<file path="config.mk">
export PLATFORM = sky130hd
export DESIGN_NAME = mem_arbiter
export DESIGN_NICKNAME = d
export VERILOG_FILES = /design/src/rtl/mem_arb_pkg.sv /design/src/rtl/mem_lane_align.sv /design/src/rtl/mem_arbiter.sv
export SDC_FILE = /design/constraint.sdc
export NUM_CORES = 1
export LEC_CHECK = 0
export ABC_AREA = 1
export BUFFER_PORTS_ARGS = -buffer_cell sky130_fd_sc_hd__buf_2
export CAP_MARGIN = 20
export CELL_PAD_IN_SITES_DETAIL_PLACEMENT = 1
export CELL_PAD_IN_SITES_GLOBAL_PLACEMENT = 2
export CORE_UTILIZATION = 21
export CTS_CLUSTER_DIAMETER = 40
export CTS_CLUSTER_SIZE = 12
export DETAILED_ROUTE_END_ITERATION = 8
export HOLD_SLACK_MARGIN = 0.02
export PLACE_DENSITY = 0.81
export SYNTH_ARGS = -nofsm -noshare
export SYNTH_HDL_FRONTEND = slang
export SYNTH_HIERARCHICAL = 1
export SYNTH_SLANG_ARGS = --single-unit
</file>
<file path="constraint.sdc">
create_clock -name clk -period 1.7 [get_ports clk]
set_input_delay 0.34 -clock clk [delete_from_list [all_inputs] [get_ports clk]]
set_output_delay 0.34 -clock clk [all_outputs]
set_load 0.01 [all_outputs]
</file>
<file path="src/rtl/mem_arb_pkg.sv">
// Shared constants and state encoding for the unified-memory arbiter.
package mem_arb_pkg;

    localparam logic [1:0] SZ_BYTE = 2'd0;
    localparam logic [1:0] SZ_HALF = 2'd1;
    localparam logic [1:0] SZ_WORD = 2'd2;

    localparam logic PORT_I = 1'b0;
    localparam logic PORT_D = 1'b1;

    typedef enum logic [1:0] {
        IDLE  = 2'd0,
        SERVE = 2'd1,
        RESP  = 2'd2
    } state_t;

endpackage

</file>
<file path="src/rtl/mem_lane_align.sv">
// Combinational byte-lane logic: store enables/replication, load extraction
// with sign/zero extension, and alignment checking.
module mem_lane_align
    import mem_arb_pkg::*;
(
    input  logic [1:0]  off_i,
    input  logic [1:0]  size_i,
    input  logic        uns_i,
    input  logic [31:0] wdata_i,
    input  logic [31:0] mem_data_i,
    output logic [3:0]  be_o,
    output logic [31:0] data_in_o,
    output logic [31:0] rdata_o,
    output logic        misaligned_o
);

    logic [31:0] shifted;

    always_comb begin
        shifted      = mem_data_i >> {off_i, 3'b000};
        be_o         = 4'b0000;
        data_in_o    = 32'd0;
        rdata_o      = 32'd0;
        misaligned_o = 1'b0;
        case (size_i)
            SZ_BYTE: begin
                be_o      = 4'b0001 << off_i;
                data_in_o = {4{wdata_i[7:0]}};
                rdata_o   = uns_i ? {24'd0, shifted[7:0]} : {{24{shifted[7]}}, shifted[7:0]};
            end
            SZ_HALF: begin
                misaligned_o = off_i[0];
                be_o         = 4'b0011 << off_i;
                data_in_o    = {2{wdata_i[15:0]}};
                rdata_o      = uns_i ? {16'd0, shifted[15:0]} : {{16{shifted[15]}}, shifted[15:0]};
            end
            SZ_WORD: begin
                misaligned_o = (off_i != 2'b00);
                be_o         = 4'hF;
                data_in_o    = wdata_i;
                rdata_o      = mem_data_i;
            end
            default: misaligned_o = 1'b1;
        endcase
    end

endmodule

</file>
<file path="src/rtl/mem_arbiter.sv">
// Fetch/load-store arbiter for the single-port unified memory.
// Define MEM_ARB_RR_EN for round-robin arbitration; default is data-over-fetch.
module mem_arbiter
    import mem_arb_pkg::*;
#(
    parameter int ADDR_W       = 32,
    parameter int RESET_PRIO_D = 1
) (
    input  logic              clk,
    input  logic              reset,
    input  logic              i_req,
    input  logic [ADDR_W-1:0] i_addr,
    output logic              i_ack,
    output logic [31:0]       i_rdata,
    output logic              i_err,
    input  logic              d_req,
    input  logic              d_we,
    input  logic [ADDR_W-1:0] d_addr,
    input  logic [31:0]       d_wdata,
    input  logic [1:0]        d_size,
    input  logic              d_unsigned,
    output logic              d_ack,
    output logic [31:0]       d_rdata,
    output logic              d_err,
    output logic [ADDR_W-1:0] mem_address,
    output logic [31:0]       mem_data_in,
    input  logic [31:0]       mem_data_out,
    output logic              mem_we,
    output logic [3:0]        mem_byte_enable,
    output logic              busy
);

    state_t            state_q, state_d;
    logic              grant_q, grant_d;
    logic [ADDR_W-1:0] addr_q, addr_d;
    logic              we_q, we_d;
    logic [31:0]       wdata_q, wdata_d;
    logic [1:0]        size_q, size_d;
    logic              uns_q, uns_d;
    logic [31:0]       rdata_q, rdata_d;
    logic              err_q, err_d;

    logic              winner;
    logic [3:0]        be;
    logic [31:0]       din, rd_ext;
    logic              mis;

`ifdef MEM_ARB_RR_EN
    logic prio_q, prio_d;

    // Only a contested grant consults the priority bit.
    assign winner = (i_req && d_req) ? prio_q : d_req;
    assign prio_d = (state_q == IDLE && (i_req || d_req)) ? ~winner : prio_q;

    always_ff @(posedge clk) begin
        if (reset) prio_q <= RESET_PRIO_D[0];
        else       prio_q <= prio_d;
    end
`else
    assign winner = d_req ? PORT_D : PORT_I;
`endif

    mem_lane_align u_align (
        .off_i        (addr_q[1:0]),
        .size_i       (size_q),
        .uns_i        (uns_q),
        .wdata_i      (wdata_q),
        .mem_data_i   (mem_data_out),
        .be_o         (be),
        .data_in_o    (din),
        .rdata_o      (rd_ext),
        .misaligned_o (mis)
    );

    always_comb begin
        state_d = state_q;
        grant_d = grant_q;
        addr_d  = addr_q;
        we_d    = we_q;
        wdata_d = wdata_q;
        size_d  = size_q;
        uns_d   = uns_q;
        rdata_d = rdata_q;
        err_d   = err_q;
        case (state_q)
            IDLE: if (i_req || d_req) begin
                state_d = SERVE;
                grant_d = winner;
                if (winner == PORT_D) begin
                    addr_d  = d_addr;
                    we_d    = d_we;
                    wdata_d = d_wdata;
                    size_d  = d_size;
                    uns_d   = d_unsigned;
                end else begin
                    // Fetches are plain aligned word loads.
                    addr_d  = i_addr;
                    we_d    = 1'b0;
                    wdata_d = 32'd0;
                    size_d  = SZ_WORD;
                    uns_d   = 1'b0;
                end
            end
            SERVE: begin
                state_d = RESP;
                rdata_d = (we_q || mis) ? 32'd0 : rd_ext;
                err_d   = mis;
            end
            RESP:    state_d = IDLE;
            default: state_d = IDLE;
        endcase
    end

    always_ff @(posedge clk) begin
        if (reset) begin
            state_q <= IDLE;
            grant_q <= PORT_I;
            addr_q  <= '0;
            we_q    <= 1'b0;
            wdata_q <= 32'd0;
            size_q  <= SZ_BYTE;
            uns_q   <= 1'b0;
            rdata_q <= 32'd0;
            err_q   <= 1'b0;
        end else begin
            state_q <= state_d;
            grant_q <= grant_d;
            addr_q  <= addr_d;
            we_q    <= we_d;
            wdata_q <= wdata_d;
            size_q  <= size_d;
            uns_q   <= uns_d;
            rdata_q <= rdata_d;
            err_q   <= err_d;
        end
    end

    logic serve, store_ok;
    assign serve    = (state_q == SERVE);
    assign store_ok = serve && we_q && !mis;

    assign mem_address     = serve ? {addr_q[ADDR_W-1:2], 2'b00} : '0;
    assign mem_we          = store_ok;
    assign mem_byte_enable = store_ok ? be : 4'b0000;
    assign mem_data_in     = store_ok ? din : 32'd0;

    assign i_ack   = (state_q == RESP) && (grant_q == PORT_I);
    assign d_ack   = (state_q == RESP) && (grant_q == PORT_D);
    assign i_rdata = i_ack ? rdata_q : 32'd0;
    assign i_err   = i_ack && err_q;
    assign d_rdata = d_ack ? rdata_q : 32'd0;
    assign d_err   = d_ack && err_q;
    assign busy    = (state_q != IDLE);

endmodule

</file>
# == Yosys cells after proc, flatten, opt, wreduce, memory -nomap -nowiden ==
# Cells that the tools add are included.
# W data, S select, Z words.
# totals
elab_cells,52
input_bits,136
latchBits,0
out_inout_bits,138
mem_count,0
ff_bits,104
ram_bits,0
mem_bits_ro,0
# op_classes
add_sub_neg,0
shifts,3
bitwise,1
muxes,20
reduce_logical,14
multipliers,0
eq_ne,5
div_mod_pow,0
magnitude_cmp,0
# op_table
operator,count
$mux W32,9
$pmux W32 S3,2
$shr A32 B5 Y16,1
$pmux W4 S3,1
$logic_and A1 B1 Y1,6
$eq A2 B1 Y1 const B,2
$eq A2 B2 Y1 const B,2
$logic_not A2 Y1,2
$mux W2,2
$mux W4,1
$pmux W2 S2,1
$reduce_bool A2 Y1,2
$shl A1 B2 Y4 const A,1
$shl A2 B2 Y4 const A,1
$mux W1,3
$pmux W1 S3,1
$logic_or A1 B1 Y1,2
$ne A2 B2 Y1 const B,1
$reduce_and A2 Y1,1
$logic_not A1 Y1,1
$not A1 Y1,1

# == Depth between registers and ports, before layout ==
# logic_depth
word_depth,5
depth_mapped,11
ltp_nobuf,9

# == Hierarchy ==
# The synthesis kept the hierarchy.
# by_module_without_submodules
mod,instances,area_each_um2,seq_area_each_um2,cells_each
mem_arbiter,1,5193.7,2082.0,853
mem_lane_align,1,1316.3,0.0,270

# == Least setup slack after synthesis ==
# Ideal clock, no wire load.
# synth_path
path_type,register to output
startpoint,register addr_q[0]
endpoint,output mem_data_in[10]
required_time_ns,1.360
stages_incl_launch_ff,9
path_buffers,3
path_slack_ns,-0.028
arrival_ns,1.388
path_cell_list,dfxtp_1 -> buf_6 -> buf_2 -> nand2_1 -> o211ai_1 -> nor2_4 -> nand2_4 -> buf_2 -> nor2_1
# synth_via
elab_chain_cells,5
# synth_lines
element,line_no,rtl
start: declaration,mem_arbiter.sv:35,"logic [ADDR_W-1:0] addr_q, addr_d;"
start signal: assignment,mem_arbiter.sv:128,addr_q <= addr_d;
$reduce_bool A2 Y1,mem_lane_align.sv:38,misaligned_o = (off_i != 2'b00);
$pmux W1 S3 (*),mem_lane_align.sv:25,case (size_i)
via mis,mem_arbiter.sv:46,logic mis;
$logic_not A1 Y1 (*),mem_arbiter.sv:140,assign store_ok = serve && we_q && !mis;
$logic_and A1 B1 Y1 (*),mem_arbiter.sv:140,
$mux W32 (*),mem_arbiter.sv:145,assign mem_data_in = store_ok ? din : 32'd0;
end: declaration,mem_arbiter.sv:26,"output logic [31:0] mem_data_in,"
# The timed path passes the listed nets; every way through them passes the cells marked *.

# == Worst setup path in the final report ==
# layout_path
startpoint,register size_q[0]
endpoint,output mem_data_in[24]
# layout_via
elab_chain_cells,5
elab_cells_between_ends,8
classes_between,eq/ne: 2; mux: 3; reduce/logical: 3
# layout_lines
element,line_no,rtl
start: declaration,mem_arbiter.sv:38,"logic [1:0] size_q, size_d;"
start signal: assignment,mem_arbiter.sv:131,size_q <= size_d;
$eq A2 B2 Y1 (tied with other cells),mem_lane_align.sv:25,
$pmux W1 S3 (*),mem_lane_align.sv:25,
via mis,mem_arbiter.sv:46,
$logic_not A1 Y1 (*),mem_arbiter.sv:140,
$logic_and A1 B1 Y1 (*),mem_arbiter.sv:140,
$mux W32 (*),mem_arbiter.sv:145,
# Marks and branches as above.

==> results.md <==
* Outcome: finished with violations
* Failing checks: setup timing
* Design area at about 10,000 um2
* Hold crit path type: in2reg
* Post-synthesis sequential area ratio at 0.320
* # DRC at 0
* Placed cell area at 8420 um2
* RSZ-0062 raised after global routing: true
* Fin. Hold Viols at 0
* Share of layout cells above drive strength 1 at 0.370
* Initial antenna violation count at 4
* Fillers at 3,920
* Synth cell types at 25
* Clock Latency Late Sink at approximately 360 ps
* Post-route ant nets at 0
* Avg Cell Area, Syn at 5.80 um2
* Clk buf depth at 2
* Initial DRT Pass Iterations at 4
* YS warnings at 6
* Fmax at about 490 MHz
* Number of synthesized flops with an enable pin at 0
* Setup-failing EPs final at 114
* Power Total at 7.39 mW
* CP startpoint kind: register
* Die H at between 150 and 200 um
* Final #Nets at 1,548
* Synth top area cells: dfxtp_1 32%, nand2_1 18%, nor2_1 14%, inv_1 7.4%, nand3_1 6.6%
* Required @ worst endpoint at about 1400 ps
* Row count at 64
* DP HPWL at a little under 20,000 um
* Post-layout util at 0.343
* Worst clock skew at 10.9 ps
* Commonest cells post-synth: 307 x nand2_1, 249 x nor2_1, 128 x inv_1
* Min setup slack post-route at -339 ps
* Initial Util at 0.213
* Total core area at slightly above 30,000 um2
* CTS tree: done
* Post-synth ARST share at 0
* Max FO, Critical Path at 8
* Cells after Synth at roughly 1,100
* Most common cell in the netlist: nand2_1
* Area delta synth->final at 60.9%
* Period utilization at 1.20
* Die W at approximately 180 um
* WL per Instance at 16.9 um
* Wire length of the first global-routing pass at 43,900 um
* Slew Viols, Final at 0
* CTS Buf Count at 9
* #FFs+latches synth at around 100
* Post-Syn Area at between 6000 and 7000 um2
* Top FF cell, synth: dfxtp_1
* Pleak at roughly 4.9 nW
* CTS root buf: clkbuf_16
* Hold Buf Count CTS at 0
* Clock Sinks at ~100
* PwrDens at a little over 700 nW/um2
* Avg Vias per Cell at between 4 and 5
* Crit Path Class: reg2out
* H-tree levels at 3
* DRT iter0 DRCs at about 360
* Reg clk slew, reported paths at approximately 80 ps
* Overflow after GRT at 0
* Critical Path End Type: output pin
* Register area at 2100 um2
* Max cap viols at 0
* IO Port Bufs at around 270
* Total Routing Usage GR at 0.182
* Worst endpoint data arrival time at 1700 ps
* WHS at roughly 250 ps
* Flop2flop setup slack at 40 ps
* Crit path time final at 2040 ps
* Post-synth top area share at 0.320
* Die area at roughly 32,000 um2
* Ports at between 200 and 300
* GP Congestion at ~0.8
* Drt total wl at about 31,000 um
* Vias in the first global route at around 8,000
* Largest net degree at the start of global routing at slightly below 70
* Multi-input gate area at 4190 um2
* Peak supply drop at about 0.43 mV
* Leading area contributor after synthesis: dfxtp_1
* Vias post-DR at roughly 8,000
-- registers in the layout, indices dropped and copies added (netlist names) --
register	count
uns_q	1
addr_q	32
size_q	2
we_q	1
grant_q	1
state_q	2
err_q	1
rdata_q	32
wdata_q	32
-- final cells by class --
type,instances,area share
diodes,2,0.000478
multi-input cells,807,0.400
well taps,396,0.0473
flip-flops and latches,104,0.200
repair buffers,354,0.276
clock inverters,6,0.00418
inverters,136,0.0504
clock buffers,10,0.0219
-- power breakdown --
group / switching (mW) / leakage (nW) / total (mW) / internal [mW]
clock: 1.02 / 0.133 / 2.02 / 1.00
combinational: 1.58 / 3.90 / 2.59 / 1.01
sequential: 0.127 / 0.860 / 2.79 / 2.66
-- through the flow --
| stage | worst slack (ps) | TNS, ps | cells |
|---|---|---|---|
| floorplan | -28.4 | -764 | 1124 |
| global placement | 5.42 | 0 | 1758 |
| detailed placement | -108 | -2430 | 1758 |
| CTS | -350 | -24920 | 1802 |
| global route | -445 | -27400 | 1814 |
| finish | -339 | -17790 | 1815 |
-- path summary, 6_finish.rpt --
path / from / end / cells past startpoint
max reg2reg: size_q[0] / rdata_q[24] / 9
min reg2reg: wdata_q[8] / wdata_q[8] / 2
max: size_q[0] / mem_data_in[24] / 8
min: d_wdata[27] / wdata_q[27] / 3
-- cells by family after synthesis --
family                 Yosys count  synth area share
AOI/OAI and AO/OA              138             0.109
buffers and inverters          214             0.148
DFF                            104             0.320
other                            1          0.000576
and+or+nand+nor                666             0.422
-- critical path: stages (launching register included) --
cell and delay [ps]:
dfxtp_4 360, inv_4 70, nand2_2 60, o211ai_1 300
nor2_4 70, nand2_4 130, clkbuf_16 180, nor2_1 40
buf_2 130
-- layout by cell type, fill, tap and decap left out, types with 2 or more instances in the layout --
master,n
clkbuf_16,12
o211ai_1,8
bufbuf_16,2
nand2_2,5
buf_2,199
inv_4,5
o21ai_0,45
nand2_1,302
clkinv_4,3
nand2_4,3
buf_6,76
diode_2,2
a21oi_2,3
buf_16,3
clkinv_2,2
inv_1,123
nand3_4,4
o21ai_1,16
nand3_2,12
nor2_1,145
buf_12,22
nand3_1,85
a21oi_1,65
dfxtp_4,4
buf_4,48
nor2_4,76
dfxtp_1,99
conb_1,2
inv_2,7
nor2_2,32
-- timing repair --
item,in CTS,in global routing
gates resized for setup,113,209
endpoints found under the setup margin,137,165
gates cloned,14,5
setup buffers,14,18
pin swaps,3,11
-- layer usage --
| layer | vias to the layer above | GRT usage | part of all wire |
|---|---|---|---|
| met4 | 4 | 0.0438 | 0.016 |
| li1 | 4010 | - | - |
| met1 | 3742 | 0.226 | 0.43 |
| met5 | - | 0 | 0.00078 |
| met2 | 234 | 0.317 | 0.49 |
| met3 | 37 | 0.0386 | 0.058 |
(Power assumes the default switching activity.)
